**src/rtl/snake_pkg.sv**
```systemverilog
// rtl/snake_pkg.sv - shared grid constants, FSM state encoding and way codes for the snake pipeline
package snake_pkg;

  // Logical playfield
  localparam int H_LOGIC_MAX   = 31;
  localparam int V_LOGIC_MAX   = 23;
  localparam int H_LOGIC_WIDTH = 5;
  localparam int V_LOGIC_WIDTH = 5;

  // Snake length saturation value
  localparam int LEN_MAX = 199;

  // Way codes used by the movement stage
  localparam logic [1:0] WAY_UP    = 2'd0;
  localparam logic [1:0] WAY_DOWN  = 2'd1;
  localparam logic [1:0] WAY_LEFT  = 2'd2;
  localparam logic [1:0] WAY_RIGHT = 2'd3;

  // Collision / growth evaluation states
  typedef enum logic [2:0] {
    ST_IDLE     = 3'd0,
    ST_HEAD     = 3'd1,
    ST_SCAN     = 3'd2,
    ST_RESOLVE  = 3'd3,
    ST_RELOCATE = 3'd4,
    ST_OVER     = 3'd5
  } state_t;

endpackage

```
**src/rtl/food_lfsr.sv**
```systemverilog
// rtl/food_lfsr.sv - free-running 16-bit LFSR folded onto the grid as a food candidate
module food_lfsr
  import snake_pkg::*;
#(
  parameter logic [15:0] LFSR_SEED = 16'hACE1
) (
  input  logic                     clk,
  input  logic                     rst,
  output logic [H_LOGIC_WIDTH-1:0] cand_x,
  output logic [V_LOGIC_WIDTH-1:0] cand_y
);

  logic [15:0]              lfsr;
  logic                     feedback;
  logic [H_LOGIC_WIDTH:0]   raw_x;
  logic [V_LOGIC_WIDTH:0]   raw_y;
  logic [H_LOGIC_WIDTH:0]   wrap_x;
  logic [V_LOGIC_WIDTH:0]   wrap_y;

  // Fibonacci taps 16,14,13,11 (bit 15 is tap 16)
  assign feedback = lfsr[15] ^ lfsr[13] ^ lfsr[12] ^ lfsr[10];

  // LFSR steps on every cycle outside reset so retries see a fresh value
  always_ff @(posedge clk) begin
    if (rst) begin
      lfsr <= LFSR_SEED;
    end else begin
      lfsr <= {lfsr[14:0], feedback};
    end
  end

  // Raw fields are widened by one bit so the range test is not a constant compare
  assign raw_x  = {1'b0, lfsr[H_LOGIC_WIDTH-1:0]};
  assign raw_y  = {1'b0, lfsr[H_LOGIC_WIDTH +: V_LOGIC_WIDTH]};
  assign wrap_x = raw_x - (H_LOGIC_WIDTH+1)'(H_LOGIC_MAX + 1);
  assign wrap_y = raw_y - (V_LOGIC_WIDTH+1)'(V_LOGIC_MAX + 1);

  // Fold out-of-range fields back onto the grid with a single subtraction
  always_comb begin
    cand_x = raw_x[H_LOGIC_WIDTH-1:0];
    cand_y = raw_y[V_LOGIC_WIDTH-1:0];
    if (raw_x > (H_LOGIC_WIDTH+1)'(H_LOGIC_MAX)) begin
      cand_x = wrap_x[H_LOGIC_WIDTH-1:0];
    end
    if (raw_y > (V_LOGIC_WIDTH+1)'(V_LOGIC_MAX)) begin
      cand_y = wrap_y[V_LOGIC_WIDTH-1:0];
    end
  end

endmodule

```
**src/rtl/snake_collide_grow.sv**
```systemverilog
// rtl/snake_collide_grow.sv - head/body collision, food eating, growth, score and food relocation
module snake_collide_grow
  import snake_pkg::*;
#(
  parameter int          INIT_LEN  = 3,
  parameter int          FOOD_X0   = 10,
  parameter int          FOOD_Y0   = 12,
  parameter logic [15:0] LFSR_SEED = 16'hACE1
) (
  input  logic                     clk,
  input  logic                     DLY_RST,
  input  logic                     vld,
  input  logic                     seg_valid,
  input  logic [H_LOGIC_WIDTH-1:0] seg_x,
  input  logic [V_LOGIC_WIDTH-1:0] seg_y,
  input  logic                     seg_is_end,
  output logic                     seg_req,
  output logic [9:0]               length,
  output logic [H_LOGIC_WIDTH-1:0] food_x,
  output logic [V_LOGIC_WIDTH-1:0] food_y,
  output logic                     eaten,
  output logic [9:0]               score,
  output logic                     game_over
);

  state_t                     state;
  state_t                     next_state;
  logic [H_LOGIC_WIDTH-1:0]   head_x;
  logic [V_LOGIC_WIDTH-1:0]   head_y;
  logic                       eat_flag;
  logic                       hit_flag;
  logic [H_LOGIC_WIDTH-1:0]   cand_x;
  logic [V_LOGIC_WIDTH-1:0]   cand_y;
  logic                       seg_on_head;
  logic                       seg_on_food;
  logic                       cand_on_head;

  food_lfsr #(
    .LFSR_SEED (LFSR_SEED)
  ) u_food_lfsr (
    .clk    (clk),
    .rst    (DLY_RST),
    .cand_x (cand_x),
    .cand_y (cand_y)
  );

  assign seg_on_head  = (seg_x == head_x) && (seg_y == head_y);
  assign seg_on_food  = (seg_x == food_x) && (seg_y == food_y);
  assign cand_on_head = (cand_x == head_x) && (cand_y == head_y);

  // State register
  always_ff @(posedge clk) begin
    if (DLY_RST) begin
      state <= ST_IDLE;
    end else begin
      state <= next_state;
    end
  end

  // Next-state logic; a move tick during streaming restarts at the head beat
  always_comb begin
    next_state = state;
    case (state)
      ST_IDLE: begin
        if (vld) next_state = ST_HEAD;
      end
      ST_HEAD: begin
        if (vld) begin
          next_state = ST_HEAD;
        end else if (seg_valid) begin
          next_state = seg_is_end ? ST_RESOLVE : ST_SCAN;
        end
      end
      ST_SCAN: begin
        if (vld) begin
          next_state = ST_HEAD;
        end else if (seg_valid && seg_is_end) begin
          next_state = ST_RESOLVE;
        end
      end
      ST_RESOLVE: begin
        if (hit_flag) begin
          next_state = ST_OVER;
        end else if (eat_flag) begin
          next_state = ST_RELOCATE;
        end else begin
          next_state = ST_IDLE;
        end
      end
      ST_RELOCATE: begin
        if (!cand_on_head) next_state = ST_IDLE;
      end
      ST_OVER: begin
        next_state = ST_OVER;
      end
      default: begin
        next_state = ST_IDLE;
      end
    endcase
  end

  // Outputs decoded from state; eaten fires only in the resolving cycle without a hit
  always_comb begin
    seg_req = 1'b0;
    eaten   = 1'b0;
    case (state)
      ST_HEAD, ST_SCAN: seg_req = 1'b1;
      ST_RESOLVE:       eaten   = eat_flag && !hit_flag;
      default: begin
        seg_req = 1'b0;
        eaten   = 1'b0;
      end
    endcase
  end

  // Round datapath: latch head, accumulate flags, then commit growth, score and food
  always_ff @(posedge clk) begin
    if (DLY_RST) begin
      head_x    <= '0;
      head_y    <= '0;
      eat_flag  <= 1'b0;
      hit_flag  <= 1'b0;
      length    <= 10'(INIT_LEN);
      score     <= '0;
      food_x    <= H_LOGIC_WIDTH'(FOOD_X0);
      food_y    <= V_LOGIC_WIDTH'(FOOD_Y0);
      game_over <= 1'b0;
    end else begin
      case (state)
        ST_IDLE: begin
          if (vld) begin
            eat_flag <= 1'b0;
            hit_flag <= 1'b0;
          end
        end
        ST_HEAD: begin
          if (vld) begin
            eat_flag <= 1'b0;
            hit_flag <= 1'b0;
          end else if (seg_valid) begin
            head_x   <= seg_x;
            head_y   <= seg_y;
            eat_flag <= seg_on_food;
          end
        end
        ST_SCAN: begin
          if (vld) begin
            eat_flag <= 1'b0;
            hit_flag <= 1'b0;
          end else if (seg_valid && seg_on_head) begin
            hit_flag <= 1'b1;
          end
        end
        ST_RESOLVE: begin
          if (hit_flag) begin
            game_over <= 1'b1;
          end else if (eat_flag) begin
            if (length < 10'(LEN_MAX)) length <= length + 10'd1;
            if (score != 10'h3FF)      score  <= score + 10'd1;
          end
        end
        ST_RELOCATE: begin
          if (!cand_on_head) begin
            food_x <= cand_x;
            food_y <= cand_y;
          end
        end
        default: begin
          game_over <= game_over;
        end
      endcase
    end
  end

endmodule

```
**config.mk**
```make
export PLATFORM = sky130hd
export DESIGN_NAME = snake_collide_grow
export DESIGN_NICKNAME = d
export VERILOG_FILES = /design/src/rtl/snake_pkg.sv /design/src/rtl/food_lfsr.sv /design/src/rtl/snake_collide_grow.sv
export SDC_FILE = /design/constraint.sdc
export NUM_CORES = 1
export LEC_CHECK = 0
export CAP_MARGIN = 5
export CORE_MARGIN = 5
export CORE_UTILIZATION = 45
export DETAILED_ROUTE_END_ITERATION = 10
export PLACE_DENSITY = 0.78
export SETUP_SLACK_MARGIN = 0.05
export SYNTH_ARGS = -nofsm -noshare
export SYNTH_HDL_FRONTEND = slang
export SYNTH_HIERARCHICAL = 1
export SYNTH_SLANG_ARGS = --single-unit
```
**constraint.sdc**
```tcl
create_clock -name clk -period 3 [get_ports clk]
set_input_delay 0.75 -clock clk [delete_from_list [all_inputs] [get_ports clk]]
set_output_delay 0.75 -clock clk [all_outputs]
set_load 0.02 [all_outputs]
```
==> results list, run 1 <==
- Area after DPL: approximately 3500 um2
- Of the post-synthesis cell area, the part taken by muxes is 0.0786.
* Setup repair after global routing missed its margin: no
- At the worst endpoint, the arrival time is between 1500 and 2000 ps.
- Clock tree synthesis inserted a total of 9 buffers.
- The worst setup path is of the reg -> out kind.
- Buffers from clock root to sink, at most: 2
- For this run, the register share of the synthesized area comes to 0.417.
* I/O Pins: 48
- Largest driver fanout on the critical path: 9
- Combinational group share of total power: 0.080
- Transition time at the pin with the least slew margin: about 940 ps
* Via count of the first global-routing pass: roughly 2300
- The most critical setup path has its endpoint at eaten.
- Setup slack on the worst flop-to-flop path: 470 ps
* Area enclosed by the die boundary: roughly 8300 um2
- Most instantiated library cell after synthesis: dfxtp_1
- The total overflow left after global routing is 0.
* Number of placement rows: 29
- Initial detailed-routing violation count: around 120
- Number of nets produced by synthesis: about 350
* Worst VDD drop: 0.321 mV
* Slew HR: 0.375
- After clock tree synthesis, the repair step resized 0 gates.
* Final Max Slew Viols: 0
- The share of the synthesized area in compound gates (AO/OA/AOI/OAI) came to 0.107.
* Final Net Count: about 390
- Sum of negative setup slack: 0 ps
- Antenna Cells: 0
- Tracing the worst setup path back leads to its startpoint at state[0]$_SDFFE_PP0P_.
- In the post-synthesis netlist, the biggest area contributors are dfxtp_1 (42%), xor2_1 (9.7%), mux2i_1 (6.7%).
* Mean Syn Cell Area: 9.13 um2
* Power density over the cells: 447 nW/um2
- The commonest cells after synthesis are dfxtp_1 (62), xor2_1 (33), nor2_1 (30).
- Clock sink count: 62
- From bottom edge to top edge, the die measures around 91 um.
- Count of buffers added by post-CTS timing repair for setup: 0
- Measured along the x axis, the die boundary spans 91.3 um.
- Post-synth EDFFs: 0
* Total routed wirelength: 6370 um
* Crit-path max cell delay: roughly 600 ps
- Summed over all nets, the switching power comes to roughly 380 uW.
- Xor/xnor cell area share of the yosys netlist: 0.100
- The H-tree was split into 3 levels.
- The worst register-to-register path ends at food_y[0]$_SDFFE_PP0P_.
- The pre-antenna-repair detailed-routing pass consisted of 4 iterations.
- The initial antenna violation count is 0.
* Total design power: roughly 1.6 mW
* Sequential cell fraction of total power: 0.532
- Global placer's final weighted congestion: 0.778
- Critical R2R Launch: u_food_lfsr/lfsr[8]$_SDFF_PP0_
- Number of cells traversed by the worst register-to-register path: 10
- Entering global routing, the biggest net connects 53 pins.
* Post-synthesis adder-cell area fraction: 0.0168
- Leakage power total: 1.36 nW
* Clock tree from TritonCTS: built
- Effective utilization at floorplan: 0.466
- Final Skew: approximately 8.6 ps
* Hold buffers post-CTS: 0
- The first global-routing pass estimated 11100 um of wire.
- The critical path crosses 4 cells after its start point.
* Cell internal power dissipation: 1.25 mW
- Share of Yosys cell area claimed by the top area cell type: 0.417
- For this run, the number of Yosys warnings is 6.
* Number of storage elements in the synthesis netlist: 62
- The number of buffers and inverters on the critical path is 2.
- Gate count of the mapped netlist: roughly 330
- Max-capacitance violation count: 0
- Part of the total power dissipated in the clock network: 0.389
- Highest attainable clock frequency: 374 MHz
* Relative area change from synthesis to final layout: 22.4%
* Switching Fraction: 0.234
* Total track usage: 0.160
- Main combinational cell family by area after synthesis: simple AND/OR/NAND/NOR gates
- Fraction of final layout cells with drive strength greater than 1: 0.0674
- The signal on the critical path passes through and3b_1, nand2_1, inv_2, clkdlybuf4s50_1.
- After detailed routing, the number of remaining DRC violations is 0.
- Of the available clock period, the critical path in the final layout requires 0.892.
- Broken down by cell family, the worst path's largest delay share belongs to buffers and inverters.
* Dominant cell type by area after synthesis: dfxtp_1
* Master cell of the clock root buffer: clkbuf_8
* Clock slew at reported path FFs: around 60 ps
- Utilization after layout: 0.571
- Final instance area: around 3600 um2
- Post-route antenna net violation count: 0
- Post-synth ARST share: 0
* Outcome: complete, no violations
- Yosys mapped the design onto 45 distinct sky130hd cell types.
* Total of endpoints with negative setup slack in the final report: 0
- Port Buffers: between 40 and 50
- Via density: 5.34
- Detailed placement finished with a half-perimeter wire length of roughly 4600 um.
- Of the total synthesized cell area, the portion taken by AND, OR, NAND and NOR gates is 0.226.
- For this run, the leading register cell type out of synthesis is dfxtp_1.
- For the worst setup path, the data required time is approximately 2300 ps.
* Hold Fails Final Rpt: 0
* Clock insertion delay at the later pin of the skew report: 330 ps
- Core box area: about 6400 um2
- Min-Delay Path Class: reg -> reg
- Summed instance area of the synthesized netlist: 2980 um2
* Type of destination of the critical path: output port
* WL per Instance: 14.2 um
- After layout, the minimum clock period comes to around 2700 ps.
* Critical Path Source Type: register
- Crit-path slowest cell: clkdlybuf4s50_1
* Via Count: ~2400
-- cell families (layout without fill, tap and decap cells) --
family / after synthesis / count (layout)
adder cells (fa/ha/maj): 4 / 4
AO/OA/AOI/OAI: 48 / 48
AND/OR/NAND/NOR: 123 / 123
multiplexers: 23 / 23
XOR/XNOR: 34 / 34
flip-flops: 62 / 62
buffers and inverters: 32 / 77
-- sequential cells by signal (all words and copies together) (netlist names) --
name	count
eat_flag	1
food_x	5
food_y	5
game_over	1
head_x	5
head_y	5
hit_flag	1
length	10
score	10
state	3
u_food_lfsr/lfsr	16
-- worst min path at each step --
stage	cells after the start	endpoint	from
global placement	1	u_food_lfsr/lfsr[15]$_SDFF_PP1_	u_food_lfsr/lfsr[14]$_SDFF_PP0_
floorplan	1	u_food_lfsr/lfsr[15]$_SDFF_PP1_	u_food_lfsr/lfsr[14]$_SDFF_PP0_
detailed placement	1	u_food_lfsr/lfsr[15]$_SDFF_PP1_	u_food_lfsr/lfsr[14]$_SDFF_PP0_
CTS	1	u_food_lfsr/lfsr[15]$_SDFF_PP1_	u_food_lfsr/lfsr[14]$_SDFF_PP0_
finish	1	u_food_lfsr/lfsr[15]$_SDFF_PP1_	u_food_lfsr/lfsr[14]$_SDFF_PP0_
global route	1	u_food_lfsr/lfsr[15]$_SDFF_PP1_	u_food_lfsr/lfsr[14]$_SDFF_PP0_
-- power by group through the flow --
stage               clock network (mW)  registers [mW]  logic, mW
finish                           0.633           0.866      0.130
global route                     0.682           0.868      0.144
CTS                              0.645           0.866      0.130
detailed placement                   0           0.884      0.128
global placement                     0           0.882      0.125
floorplan                            0           0.872     0.0972
-- final cells by class --
type,count,area (um2)
clock inverter,1,5.00
fill,546,2740
timing repair buffer,52,515
inverter,10,37.5
clock buffer,14,163
multi-input combinational,232,1590
tap,77,96.3
sequential,62,1240
-- per-stage QoR --
stage,worst slack [ps],hold slack (ps),instances
after detailed placement,325,402,433
after CTS,307,423,448
after global placement,434,387,433
final,323,421,448
after floorplan,883,383,326
after global routing,217,451,448
-- cells in the final DEF (no fill, tap or decap), drive strengths merged, types with 4 or more instances in the layout --
cell	count
ha	4
buf	6
a21oi	17
o31ai	6
nor4	11
xor2	33
or3	4
nor2b	13
clkdlybuf4s50	46
o21ai	10
nand2	12
nand3	5
inv	10
nand2b	18
clkbuf	14
or2	7
nand4	4
or4	6
nor3	6
nor2	30
mux2i	20
dfxtp	62
-- worst reg2reg max path: cells and delay by family, from the launching register on --
family	cells	cell delay [ps]
adder cells (fa/ha/maj)	1	210
flip-flops	1	390
XOR/XNOR	1	100
AO/OA/AOI/OAI	4	860
multiplexers	1	120
buffers and inverters	2	350
AND/OR/NAND/NOR	1	400
-- per-layer routing --
metal | global-route usage | vias up | routed length (um)
li1 | - | 1212 | -
met1 | 0.208 | 1123 | 3010
met2 | 0.249 | 44 | 2980
met3 | 0.0364 | 15 | 223
met4 | 0.0807 | 0 | 161
met5 | 0 | - | 0
Note: power is estimated with default switching activity, not from simulation.
==> run 2, diff against run 1 <==
--- a/config.mk
+++ b/config.mk
@@ -10,2 +10,3 @@
 export CORE_UTILIZATION = 45
+export CTS_CLUSTER_DIAMETER = 100
 export DETAILED_ROUTE_END_ITERATION = 10
==> constraint.sdc (replaced) <==
create_clock -name clk -period 3.5 [get_ports clk]
set_input_delay 0.875 -clock clk [delete_from_list [all_inputs] [get_ports clk]]
set_output_delay 0.875 -clock clk [all_outputs]
set_load 0.005 [all_outputs]
==> run 2 against run 1 <==
  * Cell count shrank 0.22%
  * Core utilization shrank 0.41 points
  * Global-route usage is 0.16 points lower
  * Clock skew about the same
  * Total power fell by 15%
  * Cell area shrank 0.72%
  * Worst setup slack improved by 210 ps
  * Count of clock-buffer cells in the layout stayed put
  * Clock power shrank 15%
==> results list, run 2 (synthesis gave the netlist of run 1 again) <==
- Outcome: complete, no violations (unchanged).
- The via count is 2354 (was 2394).
- Required time reported for the critical path endpoint: 2620 ps (was 2250 ps)
* Core box area: 6390 um2 (unchanged)
* Largest register by flop count: u_food_lfsr/lfsr (unchanged)
* Transition time at the pin with the least slew margin: 1110 ps (was 937 ps)
- The design internal power was 1.07 mW (was 1.25 mW).
* WL per Instance: 14.3 um (was 14.2 um)
- The setup slack at placement came to 902 ps (was 325 ps).
* Largest driver fanout on the critical path: 16 (was 9)
- The class of the tightest hold or removal check is reg -> reg (unchanged).
* Port Buffers: 47 (unchanged)
* Max-capacitance violation count: 0 (unchanged)
- Type of destination of the critical path: output port (unchanged)
- The worst setup slack after layout was 537 ps (was 323 ps).
* DP Wirelength: 4550 um (about the same)
* Most common library cell in the layout ignoring fill and taps: dfxtp_1 (unchanged)
* Hold Fails Final Rpt: 0 (unchanged)
- The total of hold buffers inserted after clock tree synthesis came to 0 (unchanged).
- The switching share of total power is 0.231 (was 0.234).
* Buffers from clock root to sink, at most: 2 (unchanged)
- Minimum clock period: a little under 3000 ps
- The launch point of the worst reg-to-reg path is u_food_lfsr/lfsr[8]$_SDFF_PP0_ (unchanged).
- The clock net sink count was 62 (unchanged).
- Timing would allow up to around 340 MHz.
- The length of the first detailed-routing pass in iterations was 4 (unchanged).
* Clock insertion delay at the later pin of the skew report: 330 ps (about the same)
- Leading registers by flop count: u_food_lfsr/lfsr x16, length x10, score x10 (unchanged)
- Grt total ovfl: 0 (unchanged)
- Critical Path Source Type: register (unchanged)
- Final Skew: 8.75 ps (was 8.63 ps)
* Via density: 5.27 (was 5.34)
* Signal arrival time at the worst endpoint: 2090 ps (was 1930 ps)
- Relative area change from synthesis to final layout: 21.5% (was 22.4%)
- Clock tree from TritonCTS: built (unchanged)
* Total routed wirelength: 6400 um (was 6370 um)
* Setup repair after global routing missed its margin: no (unchanged)
- The global-route wire length before repair is 10800 um (was 11100 um).
- H-tree level count: 3 (unchanged)
- The final net count was 385 (was 386).
- Fraction of final layout cells with drive strength greater than 1: 0.0622 (was 0.0674)
* Slew HR: 0.257 (was 0.375)
* Share of the clock period used by the worst path: 0.846
- Largest net degree at the start of global routing: 34 (was 53)
* Via count of the first global-routing pass: 2274 (was 2271)
- The launch instance of the worst min-delay path was u_food_lfsr/lfsr[14]$_SDFF_PP0_ (unchanged).
- The clock-pin transition on the worst setup and hold timing paths came to 60 ps (about the same).
* Net switching power figure: 321 uW (was 381 uW)
- Flip-flop count of the largest register, all copies and words added: 16 (unchanged)
* Number of antenna violations at the first check in global routing: 0 (unchanged)
* Start point of the critical path: state[0]$_SDFFE_PP0P_ (unchanged)
* Initial detailed-routing violation count: 120 (was 117)
- Antenna Cells: 0 (unchanged)
* Part of the total power dissipated in the clock network: 0.387 (was 0.389)
- Master cell of the clock root buffer: clkbuf_8 (unchanged)
- The starting density of the core is 0.466 (unchanged).
* Count of buffers added by post-CTS timing repair for setup: 0 (unchanged)
* Post-route antenna net violation count: 0 (unchanged)
* Worst VDD drop: 0.204 mV (was 0.321 mV)
- The width of the die is 91.3 um (unchanged).
- The area of the die was 8340 um2 (unchanged).
- The remaining routing DRC violations is 0 (unchanged).
- Total of endpoints with negative setup slack in the final report: 0 (unchanged)
- Leading cell types in the layout, fill and taps excluded: dfxtp_1 (62), clkdlybuf4s50_1 (46), xor2_1 (33), nor2_1 (30), mux2i_1 (20) (unchanged)
- The global placer's final weighted congestion was 0.827 (was 0.778).
- I/O Pins: 48 (unchanged)
- The number of rows created at floorplan came to 29 (unchanged).
* Power density over the cells: 384 nW/um2 (was 447 nW/um2)
- The die boundary height is 91.3 um (unchanged).
- Combinational group share of total power: 0.079 (was 0.080)
- The category of the most critical setup path is reg -> out (unchanged).
* Final Max Slew Viols: 0 (unchanged)
* Number of buffers added by the clock tree synthesis step: 9 (unchanged)
- Sequential cell fraction of total power: 0.534 (was 0.532)
- The global router's overall resource usage came to 0.159 (was 0.160).
* Cts repair resizes: 0 (unchanged)
- Leakage power total: 1.35 nW (was 1.36 nW)
* Sum of negative setup slack: 0 ps (unchanged)
-- run 2: cell count changes in the layout (fill, tap and decap cells not counted), sizes merged --
| cell | delta |
|---|---|
| buf | -1 |
-- run 2: power groups by stage --
stage               logic, mW  registers [mW]  clock network [mW]
floorplan              0.0821           0.748                   0
finish                  0.109           0.742               0.538
detailed placement      0.108           0.757                   0
global route            0.122           0.745               0.581
global placement        0.105           0.756                   0
CTS                     0.109           0.742               0.552
-- run 2: metal layers --
layer  track usage  share of wire  wire, um
met5             0              0         0
met4        0.0623          0.015        99
met3        0.0463          0.043       273
met2         0.248           0.48      3090
met1         0.206           0.46      2940
-- run 2: path summary, 6_finish.rpt --
path / endpoint / slack (ps) / cells past startpoint
worst max register to register: food_x[4]$_SDFFE_PP0P_ / 1100 / 10
worst max-delay path: eaten / 540 / 4
worst min-delay path: u_food_lfsr/lfsr[15]$_SDFF_PP1_ / 410 / 1
worst min register to register: u_food_lfsr/lfsr[15]$_SDFF_PP1_ / 410 / 1
-- run 2: cell type report --
class,count,area [um2]
Fill cell,543,2770
Sequential cell,62,1240
Multi-Input combinational cell,232,1580
Inverter,10,37.5
Clock buffer,14,163
Clock inverter,1,5.00
Timing Repair Buffer,51,495
Tap cell,77,96.3
-- run 2: stage by stage --
| stage | power [mW] | area [um2] | instances | util | hold slack, ps |
|---|---|---|---|---|---|
| 3_5_place_dp | 0.865 | 3450 | 432 | 0.540 | 401 |
| 6_report | 1.39 | 3620 | 447 | 0.566 | 414 |
| 4_1_cts | 1.40 | 3620 | 447 | 0.566 | 417 |
| 2_1_floorplan | 0.830 | 2980 | 326 | - | 383 |
| 5_1_grt | 1.45 | 3620 | 447 | 0.566 | 424 |
| 3_3_place_gp | 0.862 | 3450 | 432 | 0.540 | 391 |
-- run 2: worst max-delay path, stage by stage (launching register included) --
cell,delay (ps)
dfxtp_1,480
and3b_1,290
nand2_1,330
inv_2,160
clkdlybuf4s50_1,510
